===== src/rtl/hazard_controller.sv =====
// Pipeline hazard unit: operand forwarding, load-use stall, branch flush,
// memory-wait freeze with a timeout that latches a sticky fault.
module hazard_controller #(
  parameter int REGISTER_ADDRESS_WIDTH = 5,
  parameter int MEM_TIMEOUT            = 64
) (
  input  logic                              clk,
  input  logic                              rst,
  input  logic [REGISTER_ADDRESS_WIDTH-1:0] Rs1D,
  input  logic [REGISTER_ADDRESS_WIDTH-1:0] Rs2D,
  input  logic [REGISTER_ADDRESS_WIDTH-1:0] Rs1E,
  input  logic [REGISTER_ADDRESS_WIDTH-1:0] Rs2E,
  input  logic [REGISTER_ADDRESS_WIDTH-1:0] RdE,
  input  logic [1:0]                        ResultSrcE,
  input  logic [REGISTER_ADDRESS_WIDTH-1:0] RdM,
  input  logic [REGISTER_ADDRESS_WIDTH-1:0] RdW,
  input  logic                              RegWriteM,
  input  logic                              RegWriteW,
  input  logic                              PCSrcE,
  input  logic                              MemBusyM,
  output logic                              StallF,
  output logic                              StallD,
  output logic                              StallE,
  output logic                              StallM,
  output logic                              FlushD,
  output logic                              FlushE,
  output logic                              FlushW,
  output logic [1:0]                        ForwardAE,
  output logic [1:0]                        ForwardBE,
  output logic                              RedirectF,
  output logic                              MemFault,
  output logic [15:0]                       StallCount
);

  localparam int CW = $clog2(MEM_TIMEOUT + 1);

  typedef enum logic [1:0] {RUN, MEM_WAIT, FAULT} state_t;

  state_t        state, state_nxt;
  logic [CW-1:0] wait_cnt, wait_cnt_nxt;
  logic          lw, freeze;
  logic [1:0]    fwd_a, fwd_b;

  always_comb begin
    fwd_a = 2'b00;
    if (RegWriteM && RdM != '0 && RdM == Rs1E)      fwd_a = 2'b10;
    else if (RegWriteW && RdW != '0 && RdW == Rs1E) fwd_a = 2'b01;
    fwd_b = 2'b00;
    if (RegWriteM && RdM != '0 && RdM == Rs2E)      fwd_b = 2'b10;
    else if (RegWriteW && RdW != '0 && RdW == Rs2E) fwd_b = 2'b01;
  end

  assign lw = (ResultSrcE == 2'b01) && (RdE != '0) && (RdE == Rs1D || RdE == Rs2D);

  // wait_cnt holds the busy cycles already seen in this stretch, so the
  // current busy cycle is number wait_cnt+1.
  always_comb begin
    state_nxt    = state;
    wait_cnt_nxt = wait_cnt;
    freeze       = 1'b0;
    case (state)
      RUN: if (MemBusyM) begin
        freeze = 1'b1;
        if (MEM_TIMEOUT <= 1) state_nxt = FAULT;
        else begin
          state_nxt    = MEM_WAIT;
          wait_cnt_nxt = CW'(1);
        end
      end
      MEM_WAIT: if (MemBusyM) begin
        freeze = 1'b1;
        if (wait_cnt >= CW'(MEM_TIMEOUT - 1)) state_nxt = FAULT;
        else wait_cnt_nxt = wait_cnt + CW'(1);
      end else begin
        state_nxt = RUN;
      end
      FAULT:   freeze = 1'b1;
      default: state_nxt = RUN;
    endcase
  end

  always_comb begin
    StallF    = 1'b0;
    StallD    = 1'b0;
    StallE    = 1'b0;
    StallM    = 1'b0;
    FlushD    = 1'b0;
    FlushE    = 1'b0;
    FlushW    = 1'b0;
    RedirectF = 1'b0;
    ForwardAE = fwd_a;
    ForwardBE = fwd_b;
    MemFault  = (state == FAULT);
    if (rst) begin
      FlushD    = 1'b1;
      FlushE    = 1'b1;
      FlushW    = 1'b1;
      ForwardAE = 2'b00;
      ForwardBE = 2'b00;
      MemFault  = 1'b0;
    end else if (freeze) begin
      StallF = 1'b1;
      StallD = 1'b1;
      StallE = 1'b1;
      StallM = 1'b1;
      FlushW = 1'b1;
    end else begin
      // a taken branch squashes D even when load-use is holding it
      StallF    = lw;
      StallD    = lw;
      FlushD    = PCSrcE;
      FlushE    = lw | PCSrcE;
      RedirectF = PCSrcE;
    end
  end

  always_ff @(posedge clk) begin
    if (rst) begin
      state      <= RUN;
      wait_cnt   <= '0;
      StallCount <= '0;
    end else begin
      state    <= state_nxt;
      wait_cnt <= wait_cnt_nxt;
      if (StallF && StallCount != 16'hFFFF) StallCount <= StallCount + 16'd1;
    end
  end

endmodule


===== config.mk =====
export PLATFORM = sky130hd
export DESIGN_NAME = hazard_controller
export DESIGN_NICKNAME = d
export VERILOG_FILES = /design/src/rtl/hazard_controller.sv
export SDC_FILE = /design/constraint.sdc
export NUM_CORES = 1
export LEC_CHECK = 0
export ABC_CLOCK_PERIOD_IN_PS = 3860
export CELL_PAD_IN_SITES_DETAIL_PLACEMENT = 1
export CELL_PAD_IN_SITES_GLOBAL_PLACEMENT = 1
export CORE_ASPECT_RATIO = 1.5
export CORE_MARGIN = 2
export CORE_UTILIZATION = 25
export CTS_BUF_LIST = sky130_fd_sc_hd__clkbuf_8
export DETAILED_ROUTE_END_ITERATION = 10
export PLACE_DENSITY_LB_ADDON = 0.05
export SYNTH_ARGS = -nofsm -noshare
export SYNTH_HDL_FRONTEND = slang
export SYNTH_SLANG_ARGS = --single-unit

===== constraint.sdc =====
create_clock -name clk -period 3.86 [get_ports clk]
set_clock_uncertainty 0.05 [all_clocks]
set_input_delay 0.772 -clock clk [delete_from_list [all_inputs] [get_ports clk]]
set_output_delay 0.772 -clock clk [all_outputs]
set_load 0.01 [all_outputs]

### Yosys cells after proc, flatten, opt, wreduce, memory -nomap -nowiden

Cells that the tools add are included.

* add/subtract/negate cells: 2
* $lt $le $gt $ge: 1
* equality and inequality tests: 14
* multiplexer cells: 27
* bitwise logic cells: 2
* reductions and logical operators: 18

Operator list (number)
* 5-bit == test: 6
* 7-bit 2-to-1 mux: 3
* 16-bit by 1-bit adder with 16-bit output, second input constant: 1
* 16-bit != test, second input constant: 1
* 5-bit nonzero test: 3
* 1-bit 2-to-1 mux: 14
* 2-bit 2-to-1 mux: 7
* 7-bit one-hot mux with 2 select lines: 1
* 1-bit logical AND: 9
* 7-bit by 1-bit adder with 7-bit output, second input constant: 1
* 7-bit by 6-bit >= comparator with 1-bit output, second input constant: 1
* 2-bit != test, second input constant: 3
* 2-bit one-hot mux with 3 select lines: 1
* 2-bit by 1-bit == test with 1-bit output, second input constant: 2
* 4-bit AND reduction: 1
* 3-bit != test, second input constant: 1
* 3-bit AND reduction: 1
* 2-bit == test, second input constant: 1
* 2-bit logical NOT: 1
* 1-bit one-hot mux with 2 select lines: 1
* 2-bit nonzero test: 1
* 2-bit OR reduction: 1
* 1-bit logical OR: 1
* 1-bit inverter: 1
* 1-bit bitwise OR: 1

* bits in registers: 25
* output and inout bits: 29
* logic and storage cells: 67

### Longest topological paths before layout

* word-level depth: 6
* mapped depth: 8
* gate-level depth less buffers: 7

### Worst setup path after synthesis

No wires, ideal clock.

* path type: input to output
* start point: input RdM[1]
* end point: output ForwardAE[0]
* arrival time: 2.135 ns
* setup slack: 0.903 ns
* stages: 4
* path buffers: 0
* path through: or4_1 > o21ai_0 > nor3_1 > nor4_1

* word-level cells in the longest chain between the ends: 5
* elaborated cells between the ends (all ways): 6
* those cells by class: eq/ne (1); mux (2); reduce/logical (3)

RTL lines
* start, declared: line 15 `input logic [REGISTER_ADDRESS_WIDTH-1:0] RdM,`
* 5-bit nonzero test: line 46 `if (RegWriteM && RdM != '0 && RdM == Rs1E) fwd_a = 2'b10;`
* 1-bit logical AND: line 46
* 1-bit logical AND (*): line 46
* 2-bit 2-to-1 mux (*): line 46
* 2-bit 2-to-1 mux (*): line 94 `if (rst) begin`
* end, declared: line 28 `output logic [1:0] ForwardAE,`

Every way passes the cells marked *; elsewhere a longest branch is shown, timed or not.

### Worst setup path in the final report

Same ends and word-level chain as after synthesis.

==> out/qor.csv <==
metric;value;unit
share of Yosys cell area claimed by the top area cell type;0.288;
via/cell ratio;4.99;
clock-pin slew on the worst setup and hold paths;100;ps
dpl cell area;2520;um^2
number of synthesized register bits;25;
measured slew at the worst slew-check pin;551;ps
Crit-path slowest cell;clkdlybuf4s50_1;
post-route ant nets;0;
fmax;0.269;GHz
Root Buffer;clkbuf_8;
cell count of the worst hold path;2;
cts bufs inserted;3;
Mapped Area;1740;um^2
Post-synth EDFFs;0;
Synth Area in Compound Gates;0.163;
Worst path top cell family by delay;buffers and inverters;
status;finished, final reports clean;
largest family of logic cells by synthesized area;simple AND/OR/NAND/NOR gates;
first-pass GRT wire length;8660;um
clk buf depth;2;
fin worst setup slack;146;ps
Die Width;72.0;um
RR Startpoint;StallCount[0];
Placer Congestion;0.722;
delay of the slowest critical-path stage;590;ps
CTS hold repair buffers;0;
area occupied by multi-input gates;1150;um^2
xor and xnor area share after synthesis;0.172;
Post-Syn Instances;212;
num ports;72;
leakage power;0.839;nW
RSZ-0062 raised after global routing;no;
top cells by area, synth;dfxtp_1, xnor2_1, xor2_1;
largest net degree at the start of global routing;30;
vias in the first global route;1823;
Skew-Pair Late Insertion Delay;280;ps
fraction of layout cells with a size suffix above 1;0.0739;
worst-path fanout max;3;
GRT Total Usage;0.141;
Die Height;106;um
NumNets Final;330;
Area growth, synth to finish;48.5;%
worst-case headroom to the max-slew limit;0.632;
# DRC;0;
Congestion Overflow GR;0;
antenna cell count;0;
Core Rows;37;
reg-to-reg endpoint;StallCount[9];
Final Util;0.379;
Max IR drop VDD;129;uV
H-tree Lvls;1;
Mapped Nets;257;
Maximum Capacitance Violations;0;
Initial Util;0.255;
CP Depth;6;
detailed-router iteration count before antenna repair;4;
reg2reg setup slack;1550;ps
Setup violations, final;0;
initial antenna violation count;0;
CTS tree;yes;
Worst EP required;3040;ps
dominant register cell in the synthesized netlist;dfxtp_1;
max-slew violations;0;
most used cell, CP;clkdlybuf4s50_1;
I/O Buffers;71;
crit share post-route;0.962;
pwr dens;228;nW/um^2
FILL cells;827;
CP Launch Type;input pin;
cells on worst reg2reg path;7;
TritonCTS Sinks;25;
Post-Synth Simple-Gate Area;0.302;
most frequent cells in the layout;clkdlybuf4s50_1, dfxtp_1, xnor2_1;
Arr. time, crit path;2890;ps
DPL Wire Length;4300;um
routed wire length;5370;um
kind of critical path;in2out;
commonest non-fill, non-tap cell in the layout;clkdlybuf4s50_1;
worst path cell trace;clkdlybuf4s50_1, or4_1, o21ai_2, nor3_1, nor4_1, clkdlybuf4s50_1;
WP buf/inv;2;
Worst Hold Class;reg2reg;
sequential cell area;500;um^2
CP Capture Type;primary output;
multiplexer share of the synthesized area;0.0123;
Syn Area/Cell;8.19;um^2
Distinct cells, synth;45;
Yosys warning count;0;
Setup Buffers After CTS;0;
WL per Instance;14.8;um
minimum clock period;3710;ps
Critical Path Sink;ForwardAE[0];
Power Total;589;uW
crit path from;RdM[1];
Yosys top cell by area;dfxtp_1;
fin area;2580;um^2
async set-reset flop share out of synthesis;0;
core area;6810;um^2
die area;7640;um^2
setup slack after placement;-21.1;ps
sequential fraction of the synthesis area;0.288;
DR vias;1808;
Synth Area in Adders;0.0144;
Hold Vio Cnt, Final;0;
setup total negative slack;0;ps
drt initial violations;55;
-- Yosys cell counts, types with 2 or more instances --
cell type and instances:
buf_4 2, and2_4 2, o21ai_0 7, or3_1 4, clkbuf_1 3, o21bai_1 2, nand4b_1 2, or4_1 10
nor3_1 3, o31ai_1 6, and4_4 2, and3_1 2, xor2_1 13, dfxtp_1 25, nor2b_1 3, xnor2_1 21
a31o_1 3, nand4_1 8, nor4_1 4, a21oi_1 16, nand2b_1 5, ha_1 2, inv_1 5, buf_6 3
nand2_1 17, nand3_1 7, nor2_1 17
-- state kept, by name (all words and copies together) (netlist names) --
name        flops
state           2
StallCount     16
wait_cnt        7
-- worst min path at each step --
stage | from | end
2_1_floorplan | wait_cnt[6] | wait_cnt[6]
3_3_place_gp | wait_cnt[6] | wait_cnt[6]
3_5_place_dp | wait_cnt[6] | wait_cnt[6]
4_1_cts | wait_cnt[6] | wait_cnt[6]
5_1_grt | wait_cnt[6] | wait_cnt[6]
6_report | wait_cnt[6] | wait_cnt[6]
-- final cells by class --
cell class	count	area share
clock buffer	3	0.0160
clock inverter	1	0.00340
timing repair buffer	77	0.293
tap	78	0.0379
multi-input combinational	173	0.448
inverter	5	0.00728
sequential	25	0.194
-- layer usage --
metal	vias up	GRT usage	part of all wire	wire length (um)
met5	-	0	0	0
met4	0	0.0323	0.0073	39
met3	2	0.0152	0.035	188
met2	46	0.267	0.55	2980
met1	851	0.164	0.40	2160
li1	909	-	-	-
-- what timing repair did --
item / in CTS / in global routing
hold endpoints to repair: 0 / 0
gates resized for setup: 1 / 1
endpoints found under the setup margin: 2 / 2
-- worst register-to-register path, cell delays in order, from the launching register on --
cell and delay (ps):
dfxtp_1 390, ha_1 310, and2_1 190, and4_4 190, a21oi_2 120, a31o_1 370, or4b_1 490, a21oi_1 150
-- cell families after synthesis --
kind of cell | Yosys count
buffers and inverters | 14
and+or+nand+nor | 92
AOI/OAI and AO/OA | 43
DFF | 25
adders and majority gates | 2
muxes | 2
xor gates and xnor gates | 34
-- power by group --
part,switching [mW],internal (mW)
registers,0.00665,0.262
clock network,0.0966,0.0758
logic,0.0615,0.0861
total,0.165,0.424
-- stage by stage --
| stage | hold WS (ps) | instances |
|---|---|---|
| finish | 388 | 362 |
| floorplan | 359 | 212 |
| CTS | 399 | 362 |
| global placement | 376 | 358 |
| detailed placement | 380 | 358 |
| global route | 430 | 362 |
(Power assumes the default switching activity.)
